===== src/rtl/dma_block_copy.sv =====
// Bus-master DMA block copier: reads a word from src, writes it to dst, repeats len times.
// Optional macro DMA_SMEM_HOLDOFF_EN suppresses requests while pc is inside secure memory.
module dma_block_copy #(
  parameter logic [15:0] SMEM_BASE = 16'hE000,
  parameter logic [15:0] SMEM_SIZE = 16'h1000,
  parameter int          LEN_W     = 8
) (
  input  logic             clk,
  input  logic             reset,
  input  logic             start,
  input  logic [15:0]      src_addr,
  input  logic [15:0]      dst_addr,
  input  logic [LEN_W-1:0] len,
  input  logic [15:0]      pc,
  input  logic [15:0]      dma_dout,
  input  logic             dma_ready,
  input  logic             dma_resp,
  output logic             dma_en,
  output logic [1:0]       dma_we,
  output logic [15:0]      dma_addr,
  output logic [15:0]      dma_din,
  output logic             busy,
  output logic             done,
  output logic             error,
  output logic [1:0]       dbg_state
);

  // Handshake: an access completes in any cycle where dma_en && dma_ready;
  // until then dma_addr/dma_we/dma_din and all state hold unchanged.
  typedef enum logic [1:0] {
    IDLE = 2'd0,
    RD   = 2'd1,
    WR   = 2'd2
  } state_t;

  state_t             state_q, state_d;
  logic [15:0]        cur_src_q, cur_src_d;
  logic [15:0]        cur_dst_q, cur_dst_d;
  logic [LEN_W-1:0]   remaining_q, remaining_d;
  logic [15:0]        buf_q, buf_d;
  logic               done_q, done_d;
  logic               error_q, error_d;
  logic               hold;
  logic               hs;

`ifdef DMA_SMEM_HOLDOFF_EN
  logic [15:0] smem_last;
  assign smem_last = SMEM_BASE + SMEM_SIZE - 16'd2;
  assign hold      = (pc >= SMEM_BASE) && (pc <= smem_last);
`else
  logic unused_pc;
  assign unused_pc = ^{pc, SMEM_BASE, SMEM_SIZE};
  assign hold      = 1'b0;
`endif

  assign dma_en    = (state_q != IDLE) && !hold;
  assign hs        = dma_en && dma_ready;
  assign busy      = (state_q != IDLE);
  assign done      = done_q;
  assign error     = error_q;
  assign dbg_state = state_q;

  always_comb begin
    dma_we   = 2'b00;
    dma_addr = 16'h0000;
    dma_din  = 16'h0000;
    case (state_q)
      RD: dma_addr = cur_src_q;
      WR: begin
        dma_we   = 2'b11;
        dma_addr = cur_dst_q;
        dma_din  = buf_q;
      end
      default: ;
    endcase
  end

  always_comb begin
    state_d     = state_q;
    cur_src_d   = cur_src_q;
    cur_dst_d   = cur_dst_q;
    remaining_d = remaining_q;
    buf_d       = buf_q;
    done_d      = 1'b0;
    error_d     = error_q;
    case (state_q)
      IDLE: begin
        if (start) begin
          error_d = 1'b0;
          if (len != '0) begin
            cur_src_d   = src_addr & 16'hFFFE;
            cur_dst_d   = dst_addr & 16'hFFFE;
            remaining_d = len;
            state_d     = RD;
          end else begin
            done_d = 1'b1;
          end
        end
      end
      RD: begin
        if (hs) begin
          if (dma_resp) begin
            error_d = 1'b1;
            done_d  = 1'b1;
            state_d = IDLE;
          end else begin
            buf_d   = dma_dout;
            state_d = WR;
          end
        end
      end
      WR: begin
        if (hs) begin
          if (dma_resp) begin
            error_d = 1'b1;
            done_d  = 1'b1;
            state_d = IDLE;
          end else begin
            cur_src_d   = cur_src_q + 16'd2;
            cur_dst_d   = cur_dst_q + 16'd2;
            remaining_d = remaining_q - LEN_W'(1);
            if (remaining_q == LEN_W'(1)) begin
              done_d  = 1'b1;
              state_d = IDLE;
            end else begin
              state_d = RD;
            end
          end
        end
      end
      default: state_d = IDLE;
    endcase
  end

  always_ff @(posedge clk) begin
    if (reset) begin
      state_q     <= IDLE;
      cur_src_q   <= 16'h0000;
      cur_dst_q   <= 16'h0000;
      remaining_q <= '0;
      buf_q       <= 16'h0000;
      done_q      <= 1'b0;
      error_q     <= 1'b0;
    end else begin
      state_q     <= state_d;
      cur_src_q   <= cur_src_d;
      cur_dst_q   <= cur_dst_d;
      remaining_q <= remaining_d;
      buf_q       <= buf_d;
      done_q      <= done_d;
      error_q     <= error_d;
    end
  end

endmodule


===== config.mk =====
export PLATFORM = sky130hd
export DESIGN_NAME = dma_block_copy
export DESIGN_NICKNAME = d
export VERILOG_FILES = /design/src/rtl/dma_block_copy.sv
export SDC_FILE = /design/constraint.sdc
export NUM_CORES = 1
export LEC_CHECK = 0
export CELL_PAD_IN_SITES_DETAIL_PLACEMENT = 0
export CELL_PAD_IN_SITES_GLOBAL_PLACEMENT = 1
export CORE_ASPECT_RATIO = 1.2
export CORE_MARGIN = 4
export CORE_UTILIZATION = 34
export CTS_BUF_LIST = sky130_fd_sc_hd__clkbuf_16
export DETAILED_ROUTE_END_ITERATION = 7
export PLACE_DENSITY_LB_ADDON = 0.15
export SYNTH_ARGS = -nofsm -noshare
export SYNTH_HDL_FRONTEND = slang
export SYNTH_SLANG_ARGS = --single-unit

===== constraint.sdc =====
create_clock -name clk -period 2.5 [get_ports clk]
set_input_delay 0.375 -clock clk [delete_from_list [all_inputs] [get_ports clk]]
set_output_delay 0.375 -clock clk [all_outputs]
set_load 0.005 [all_outputs]

; ---- Word-level counts from Yosys, hierarchy flattened
; Cells that the tools add are included.
[totals]
elab_cells = 70
inputBits = 77
n_memories = 0
output_inout_bits = 40
mem_bits_ro = 0
ff_bits = 60
ram_bits = 0
latch_bits = 0
[classes]
multipliers = 0
n_eq_ne = 10
n_div = 0
shift = 0
n_mux = 38
n_bitwise = 1
reduce_logical = 11
addsub = 3
order_cmp = 0
[ops]
columns = operator, count
row1 = $mux 16, 9
row2 = $pmux 16 s2, 3
row3 = $add 16x2->16 const B, 2
row4 = $mux 8, 4
row5 = $pmux 8 s2, 1
row6 = $mux 1, 12
row7 = $mux 2, 6
row8 = $ne 2x2->1 const B, 5
row9 = $eq 8x1->1 const B, 1
row10 = $reduce_and 4->1, 2
row11 = $reduce_bool 8->1, 1
row12 = $sub 8x1->8 const B, 1
row13 = $pmux 2 s3, 1
row14 = $reduce_bool 2->1, 3
row15 = $reduce_and 5->1, 1
row16 = $ne 2x1->1 const B, 2
row17 = $pmux 1 s3, 1
row18 = $reduce_and 3->1, 1
row19 = $eq 2x1->1 const B, 1
row20 = $eq 2x2->1 const B, 1
row21 = $logic_not 2->1, 1
row22 = $pmux 1 s2, 1
row23 = $reduce_or 2->1, 1
row24 = $logic_and 1x1->1, 1
row25 = $not 1->1, 1

; ---- Logic depth before layout (Yosys ltp)
; Gate-level depths: netlist of run 1.
[depth]
ltp_word = 5
depth_mapped = 9
ltp_nobuf = 6

; ---- Least setup slack after synthesis of run 1
; OpenSTA, ideal clock, no wires.
[synth_path]
path_kind = register -> output
from = register state_q[0], in the netlist dbg_state[0]
to = output port dma_din[10]
stages_incl_launch_ff = 8
path_slack_ns = 0.421
arrival_ns = 1.704
required_time_ns = 2.125
path_cell_list = dfxtp_1 > inv_1 > ha_1 > buf_2 > buf_2 > buf_1 > clkbuf_1 > and2_1
[synth_via]
elab_chain_cells = 2
[synth_rtl]
columns = element, line_no
row1 = from (decl), 36  ; state_t state_q, state_d;
row2 = from (signal assigned), 145  ; state_q <= state_d;
row3 = $eq 2x2->1, 67  ; case (state_q)
row4 = $mux 16, 67
row5 = to (decl), 21  ; output logic [15:0] dma_din,
; Every way passes these cells.

; ---- Worst setup path in the final report of run 1
[layout_path]
from = register state_q[1], in the netlist dbg_state[1]
to = output port dma_addr[6]
[layout_via]
elab_chain_cells = 2
[layout_rtl]
columns = element, line_no
row1 = $eq 2x2->1 or $eq 2x1->1 (tied branches), 67
row2 = $pmux 16 s2 *, 67
row3 = to (decl), 20  ; output logic [15:0] dma_addr,
; Mark *: on every way between the ends. The rest lies on a longest branch, timed or not.

==> impl.org, run 1 <==
** Layout
- Filler cell count in the final layout :: between 1,000 and 1,500
- Fraction of layout cells with a size suffix above 1 :: 0.0865
- The repair_antennas step left the layout with diodes totalling 0.
- Area growth syn-to-layout :: 37.0%
- Reg area :: around 1200 um^2
- Post-Layout Inst Area :: between 5000 and 6000 um^2
- The final layout contains 659 nets.
- Multi-input gate area in the final layout :: around 2400 um^2
- Commonest non-fill, non-tap cells in the layout :: 95 x clkdlybuf4s50_1, 57 x dfxtp_1, 55 x nand2_1
- Leaving out fill and tap cells, the most frequent cell in the layout is clkdlybuf4s50_1.
- Count of non-filler cells in the finished layout :: between 700 and 800

** STA
- The routed design could run at a clock period as short as about 2.4 ns.
- Setup-violating endpoint count in the final report :: 0
- Headroom to the max-slew limit came out at 0.432.
- Max Clock Freq :: approximately 420 MHz
- Final worst-path cycle share :: 0.952
- Setup repair after global routing left no endpoint under its margin.
- For the final database, setup skew stands at between 0.007 and 0.008 ns.
- The count of pins over their slew limit is 0.
- For the pin with the worst max-slew slack, the measured transition is around 0.85 ns.
- Number of endpoints with negative hold slack in the final report :: 0
- Post-Route Setup TNS :: 0 ns
- Post-Route Hold Slack :: between 0.3 and 0.4 ns

** CTS
- Buffer cell driving the clock tree root :: clkbuf_16
- # clock sinks :: a little under 60
- After clock tree synthesis, the clock-pin slew on the worst setup and hold paths is 0.05 ns.
- Clock Path Buffers :: 2
- Buffers inserted to repair hold after CTS numbered 0.
- At the later pin of the worst-skew pair, clock insertion delay measures 0.33 ns.
- TritonCTS built the clock tree.
- H-tree depth reported by CTS :: 3
- Number of CTS-inserted buffers :: 9

** Logic synthesis
- By area the synthesized netlist is led by dfxtp_1 30%, nand2_1 5.3%, nor2b_1 4.7%, a21oi_1 4.7%, nor4_1 3.4%.
- Leading area contributor after synthesis :: dfxtp_1
- Sequential element share of the synthesized area :: 0.301
- In this run, synthesis produced a sequential element count of 58.
- Synthesized area per cell :: 7.80 um^2
- Count of yosys warnings during synthesis :: 0
- Synth unique cells :: 60
- The share of synthesized area in the top cell type comes to 0.301.
- Count of flip-flops with a built-in enable after synthesis :: 0
- The number of nets handed over by synthesis was 580.
- Counting every instance in the synthesized netlist gives a little under 500.
- Most used flip-flop cell after synthesis :: dfxtp_1
- Async S/R FF share, synth :: 0
- After synthesis the cells add up to between 3000 and 4000 um^2.

** GRT
- The first global-routing pass estimated between 20 and 25 mm of wire.
- Entering global routing, the biggest net connects 36 pins.
- In the global route stage, overall resource usage came out at 0.204.
- The number of antenna violations at the first check in global routing is 0.
- The number of global-route vias before repair came to ~4,300.
- For this run the aggregate overflow at the end of global routing stands at 0.

** Placement
- In this run, placement finished with an instance count of about 720.
- During placement, the flow inserted port buffers numbering 97.
- Final HPWL from detailed placement :: about 9 mm
- Global placer's final weighted congestion :: 0.834
- Cell Area, Placed :: roughly 5000 um^2

** Power
- VDD sags by at most between 300 and 400 uV.
- Dividing total power by cell area gives a power density of around 830 nW/um^2.
- In this run the static leakage power is roughly 1.7 nW.

** Critical path
- Worst endpoint data arrival time :: 2.00 ns
- Setup crit end kind :: primary output
- Setup CP Type :: flop to primary output
- Of all nets on the critical path, the largest fanout is 17.
- Kind of start point of the critical path :: flop
- Worst path required time :: between 2 and 2.5 ns

** Outcome
- The flow ran to the end, and the final reports show no timing, DRC or antenna violations.

** Detailed routing
- Routed wirelength normalized by instance count :: 18.2 um
- After detailed routing, the number of vias per cell comes to between 5 and 6.
- The routed layout has ~4,200 vias.
- First-pass detailed-route iteration total :: 5
- After the first detailed-routing iteration, the DRC count stood at about 280.
- DRT antenna net count :: 0
- DRC :: 0
- After detailed routing, the total wire length is 13.4 mm.

** Floorplanning
- The initial utilization of the core area, before any placement, comes to 0.348.
- The region available for standard cell placement spans around 11,000 um^2.
- After floorplanning, the core was divided into between 40 and 50 placement rows.
- Pin placement for this block handled roughly 120 I/O pins.
- From left edge to right edge, the die measures ~110 um.
- From bottom edge to top edge, the die measures around 120 um.
- The die covers 13,100 um^2.

** Flow run
- Number of violations of the max-capacitance limit :: 0

** Worst hold path
- Hold Crit Class :: primary input to flop
[path summary, 6_finish.rpt]
path                                                start                           to  slack, ns  cells after the start
worst max-delay path            dbg_state[1]$_SDFFE_PP0P_                  dma_addr[6]       0.12                      6
worst min register to register     buf_q[14]$_SDFFE_PP0P_       buf_q[14]$_SDFFE_PP0P_       0.45                      2
worst min-delay path                                reset    cur_src_q[7]$_SDFFE_PP0P_       0.37                      2
worst max register to register  dbg_state[0]$_SDFFE_PP0P_  remaining_q[3]$_SDFFE_PP0P_       0.20                      8
[through the flow]
step	power (mW)	util	setup WS (ns)
finish	4.41	0.477	0.121
detailed placement	3.27	0.449	0.205
global route	4.69	0.477	0.0167
CTS	4.42	0.476	0.0320
floorplan	2.60	-	0.421
global placement	3.24	0.449	0.229
[synthesized netlist by cell type (all sizes together), types with 8 or more instances]
master	count
nand2	56
nor4	21
nor3	8
o311ai	9
inv	15
dfxtp	58
o211ai	8
nor2b	29
o31ai	17
buf	19
ha	8
nand4	8
a21oi	36
nor2	14
clkbuf	31
nand3	20
nand2b	10
and2	16
a22oi	16
a31oi	11
o21ai	10
[worst max-delay path, stage by stage (launching register included)]
cell and delay (ns):
dfxtp_2 0.34, inv_1 0.14, ha_1 0.19, buf_6 0.19, a22oi_1 0.10, nor2b_1 0.16
clkdlybuf4s50_1 0.53
[flip-flops by register name, summed over array words and instances, names as in the netlist]
register / count
buf_q: 16
cur_dst_q: 15
cur_src_q: 15
remaining_q: 8
dbg_state: 2
done: 1
error: 1
[layout make-up]
cell class | count | area share
clock buffer | 9 | 0.0426
clock inverter | 6 | 0.00473
inverter | 15 | 0.0106
multi-input combinational | 372 | 0.460
sequential | 58 | 0.220
tap | 154 | 0.0364
timing repair buffer | 118 | 0.225
[cell families (layout without fill, tap and decap cells)]
group,Yosys count,after routing,share of synthesized area
buffers and inverters,65,148,0.0755
AND/OR/NAND/NOR,195,195,0.271
adder cells (fa/ha/maj),8,8,0.0259
other,1,1,0.000971
flip-flops,58,58,0.301
multiplexers,6,6,0.0156
AO/OA/AOI/OAI,162,162,0.311
[routing by layer]
layer	up-vias	track usage	wire [um]
met5	-	0	0
met4	0	0.100	322
met3	24	0.0389	856
met2	154	0.330	6250
met1	1983	0.257	5930
li1	2029	-	-
[power breakdown]
| group | internal [mW] | switching [mW] |
|---|---|---|
| sequential | 1.16 | 0.328 |
| clock | 0.647 | 0.445 |
| combinational | 0.856 | 0.977 |
[what timing repair did]
action | 4_1_cts | 5_1_grt
setup endpoints to repair | 15 | 12
endpoints found under the hold margin | 0 | 0
resized for setup | 1 | 6
pin swaps | 0 | 0
cloned | 1 | 0
setup buffers | 1 | 0
Power figures use the tool's default switching activity.
==> inputs of run 2 (changes only) <==
Settings changed: REMOVE_ABC_BUFFERS from default to 1.
==> impl.org, run 2 (synthesized netlist as in run 1, its figures left out) <==
** STA
- The slew at the pin with the worst max-slew slack came to 0.860 ns (+0.00808 ns).
- The aggregate negative setup slack was 0 ns (unchanged).
- Total count of max-transition violations in the final report :: 0 (unchanged)
- Worst max-slew margin expressed relative to the limit :: 0.426 (-0.00539)
- The number of setup violations in the final report came to 0 (unchanged).
- The highest achievable clock rate is 417 MHz (-0.88%).
- The hold violation total from the final report came to 0 (unchanged).
- The minimum setup slack in the final design was 0.0995 ns (-0.0212 ns).
- The final period utilization was 0.960 (+0.00847).
- Clock Skews :: 0.00439 ns (-0.00339 ns)
- Setup repair after global routing missed its margin :: false
- The shortest period the worst path allows was 2.40 ns (+0.0212 ns).

** GRT
- Via count of the first global-routing pass :: 4,012 (-5.9%)
- GRT Overall Usage :: 0.194 (-0.00961)
- After global routing, the most crowded layer is met2.
- The total grt overflow came to 0 (unchanged).
- First-pass GRT wire length :: 21.0 mm (-4.0%)
- The met2 demand-to-capacity share in global routing is 0.315 (-0.0150).
- The largest net degree at the start of global routing is 60 (+67%).
- The met3 global-route usage is 0.0311 (-0.00778).
- Met1 Track Usage GR :: 0.258 (+0.000695)
- The number of antenna violations at the first check in global routing is 0 (unchanged).

** CTS
- Buffer cell driving the clock tree root :: clkbuf_16
- Clk_lat worst skew :: 0.33 ns (about the same)
- TritonCTS built the clock tree.
- Number of CTS-inserted buffers :: 9 (unchanged)
- # clock sinks :: 58 (unchanged)
- Clock Path Buffers :: 2 (unchanged)
- H-tree depth reported by CTS :: 3 (unchanged)
- The clock transition time at the flip-flop clock pins of the worst setup and hold paths came to 0.05 ns (about the same).
- The number of buffers inserted by hold repair at cts came to 0 (unchanged).

** Floorplanning
- Full die area :: 13,100 um^2 (unchanged)
- The horizontal die dimension is 105 um (unchanged).
- The I/O pin count is 117 (unchanged).
- The number of core rows came to 42 (unchanged).
- Die height :: 125 um (unchanged)
- Core outline area :: 11,100 um^2 (unchanged)
- Starting utilization of the core area :: 0.348 (unchanged)

** Layout
- The share of post-route cells with drive strength above 1 came to 0.0909 (+0.00440).
- The final core utilization is 0.480 (+0.00271).
- The largest registers in the layout are buf_q (16), cur_dst_q (15), cur_src_q (15).
- Leaving out fill and tap cells, the most frequent cell in the layout is clkdlybuf4s50_1.
- The number of nets in the final layout is 663 (+0.61%).
- The area of all placed cells without fillers came to 5320 um^2 (+0.57%).
- The flip-flop count of the largest register after layout came to 16 (unchanged).
- Commonest non-fill, non-tap cells in the layout :: 96 x clkdlybuf4s50_1, 58 x dfxtp_1, 55 x nand2_1
- Relative to the synthesized area, the layout overhead comes to 37.8%.
- Most flop-heavy register :: buf_q
- The antenna diode count came to 0 (unchanged).

** Detailed routing
- The count of nets left with antenna violations after detail routing came to 0 (unchanged).
- The detailed-route wire length was 13.0 mm (-2.6%).
- The count of TritonRoute iterations in the first routing pass came to 5 (unchanged).
- The mean routed wirelength per cell was 17.7 um (-3.2%).
- Number of DRC violations after detailed-routing iteration 0 :: 335 (+18%)
- Via count of the routed design :: 4,158 (-0.76%)
- The number of DRC violations after detailed routing is 0 (unchanged).
- The mean number of vias per cell is 5.64 (-1.4%).

** Placement
- Cell Area, Placed :: 4980 um^2 (+0.15%)
- The final HPWL from detailed placement was 8.53 mm (-3.2%).
- The number of port buffers was 97 (unchanged).
- The weighted congestion at the end of routability-driven global placement was 0.808 (-3.2%).
- Worst slack at placement :: 0.180 ns (-0.0254 ns)

** Worst hold path
- In this run the most critical hold path is launched from buf_q[6]$_SDFFE_PP0P_.
- The tightest min-delay check is of the flop to flop type.

** Critical path
- In this run the critical register-to-register path is launched from dbg_state[0]$_SDFFE_PP0P_.
- CP Launch Point :: dbg_state[0]$_SDFFE_PP0P_
- The critical path is of the flop to primary output type.
- The minimum setup slack among reg-to-reg paths was 0.19 ns (about the same).
- The signal arrival time at the worst endpoint came to 2.03 ns (+0.03 ns).
- Kind of start point of the critical path :: flop
- Setup crit end kind :: primary output
- Largest driver fanout on the critical path :: 22 (+5)
- The data required time at the worst endpoint is 2.12 ns (about the same).

** Flow run
- Number of violations of the max-capacitance limit :: 0 (unchanged)

** Power
- The leakage power is 1.76 nW (+1.1%).
- Post-route total power :: 4.39 mW (-0.52%)
- Pwr per Cell Area :: 825 nW/um^2 (-1.1%)
- The maximum ir drop on the vdd rail came to 375 uV (+1.3%).

** Outcome
- The run finished with clean final reports.
-- run 2: critical path, cell delays in order, from the launching register on --
cell	delay, ns
dfxtp_1	0.34
inv_1	0.17
ha_4	0.21
buf_12	0.17
a22oi_1	0.11
nor2b_1	0.17
clkdlybuf4s50_1	0.53
-- run 2: per-stage QoR --
step / hold WS (ns) / cells
after floorplan: 0.426 / 445
after global placement: 0.438 / 716
after detailed placement: 0.442 / 716
after CTS: 0.449 / 734
after global routing: 0.468 / 737
final: 0.446 / 737
-- run 2: final timing paths --
path,cells after the start,endpoint
hold reg to reg,2,buf_q[6]$_SDFFE_PP0P_
setup reg to reg,8,remaining_q[3]$_SDFFE_PP0P_
hold / removal,2,buf_q[6]$_SDFFE_PP0P_
setup / recovery,6,dma_addr[9]
-- run 2: power breakdown --
| group | internal (mW) | total [mW] | switching, mW |
|---|---|---|---|
| sequential | 1.16 | 1.48 | 0.327 |
| clock | 0.650 | 1.08 | 0.431 |
| combinational | 0.855 | 1.82 | 0.967 |
| total | 2.66 | 4.39 | 1.73 |
-- run 2: what timing repair did --
action                     CTS  global route
buffers inserted             1             3
gates cloned                 1             0
setup endpoints to repair   15            19
pin swaps                    0             0
gates resized for setup      2             2
-- run 2: layout make-up --
| type | instances | area, um^2 |
|---|---|---|
| Fill cell | 1081 | 5770 |
| Multi-Input combinational cell | 372 | 2430 |
| Timing Repair Buffer | 122 | 1220 |
| Sequential cell | 58 | 1160 |
| Clock buffer | 9 | 225 |
| Tap cell | 154 | 193 |
| Inverter | 15 | 56.3 |
| Clock inverter | 7 | 30.0 |
-- run 2: routing by layer --
metal  vias to the layer above  wire length (um)  share of wire
met2                       155              6100           0.47
li1                       2040                 -              -
met1                      1951              6010           0.46
met5                         -                 0              0
met4                         0               177          0.014
met3                        12               731          0.056
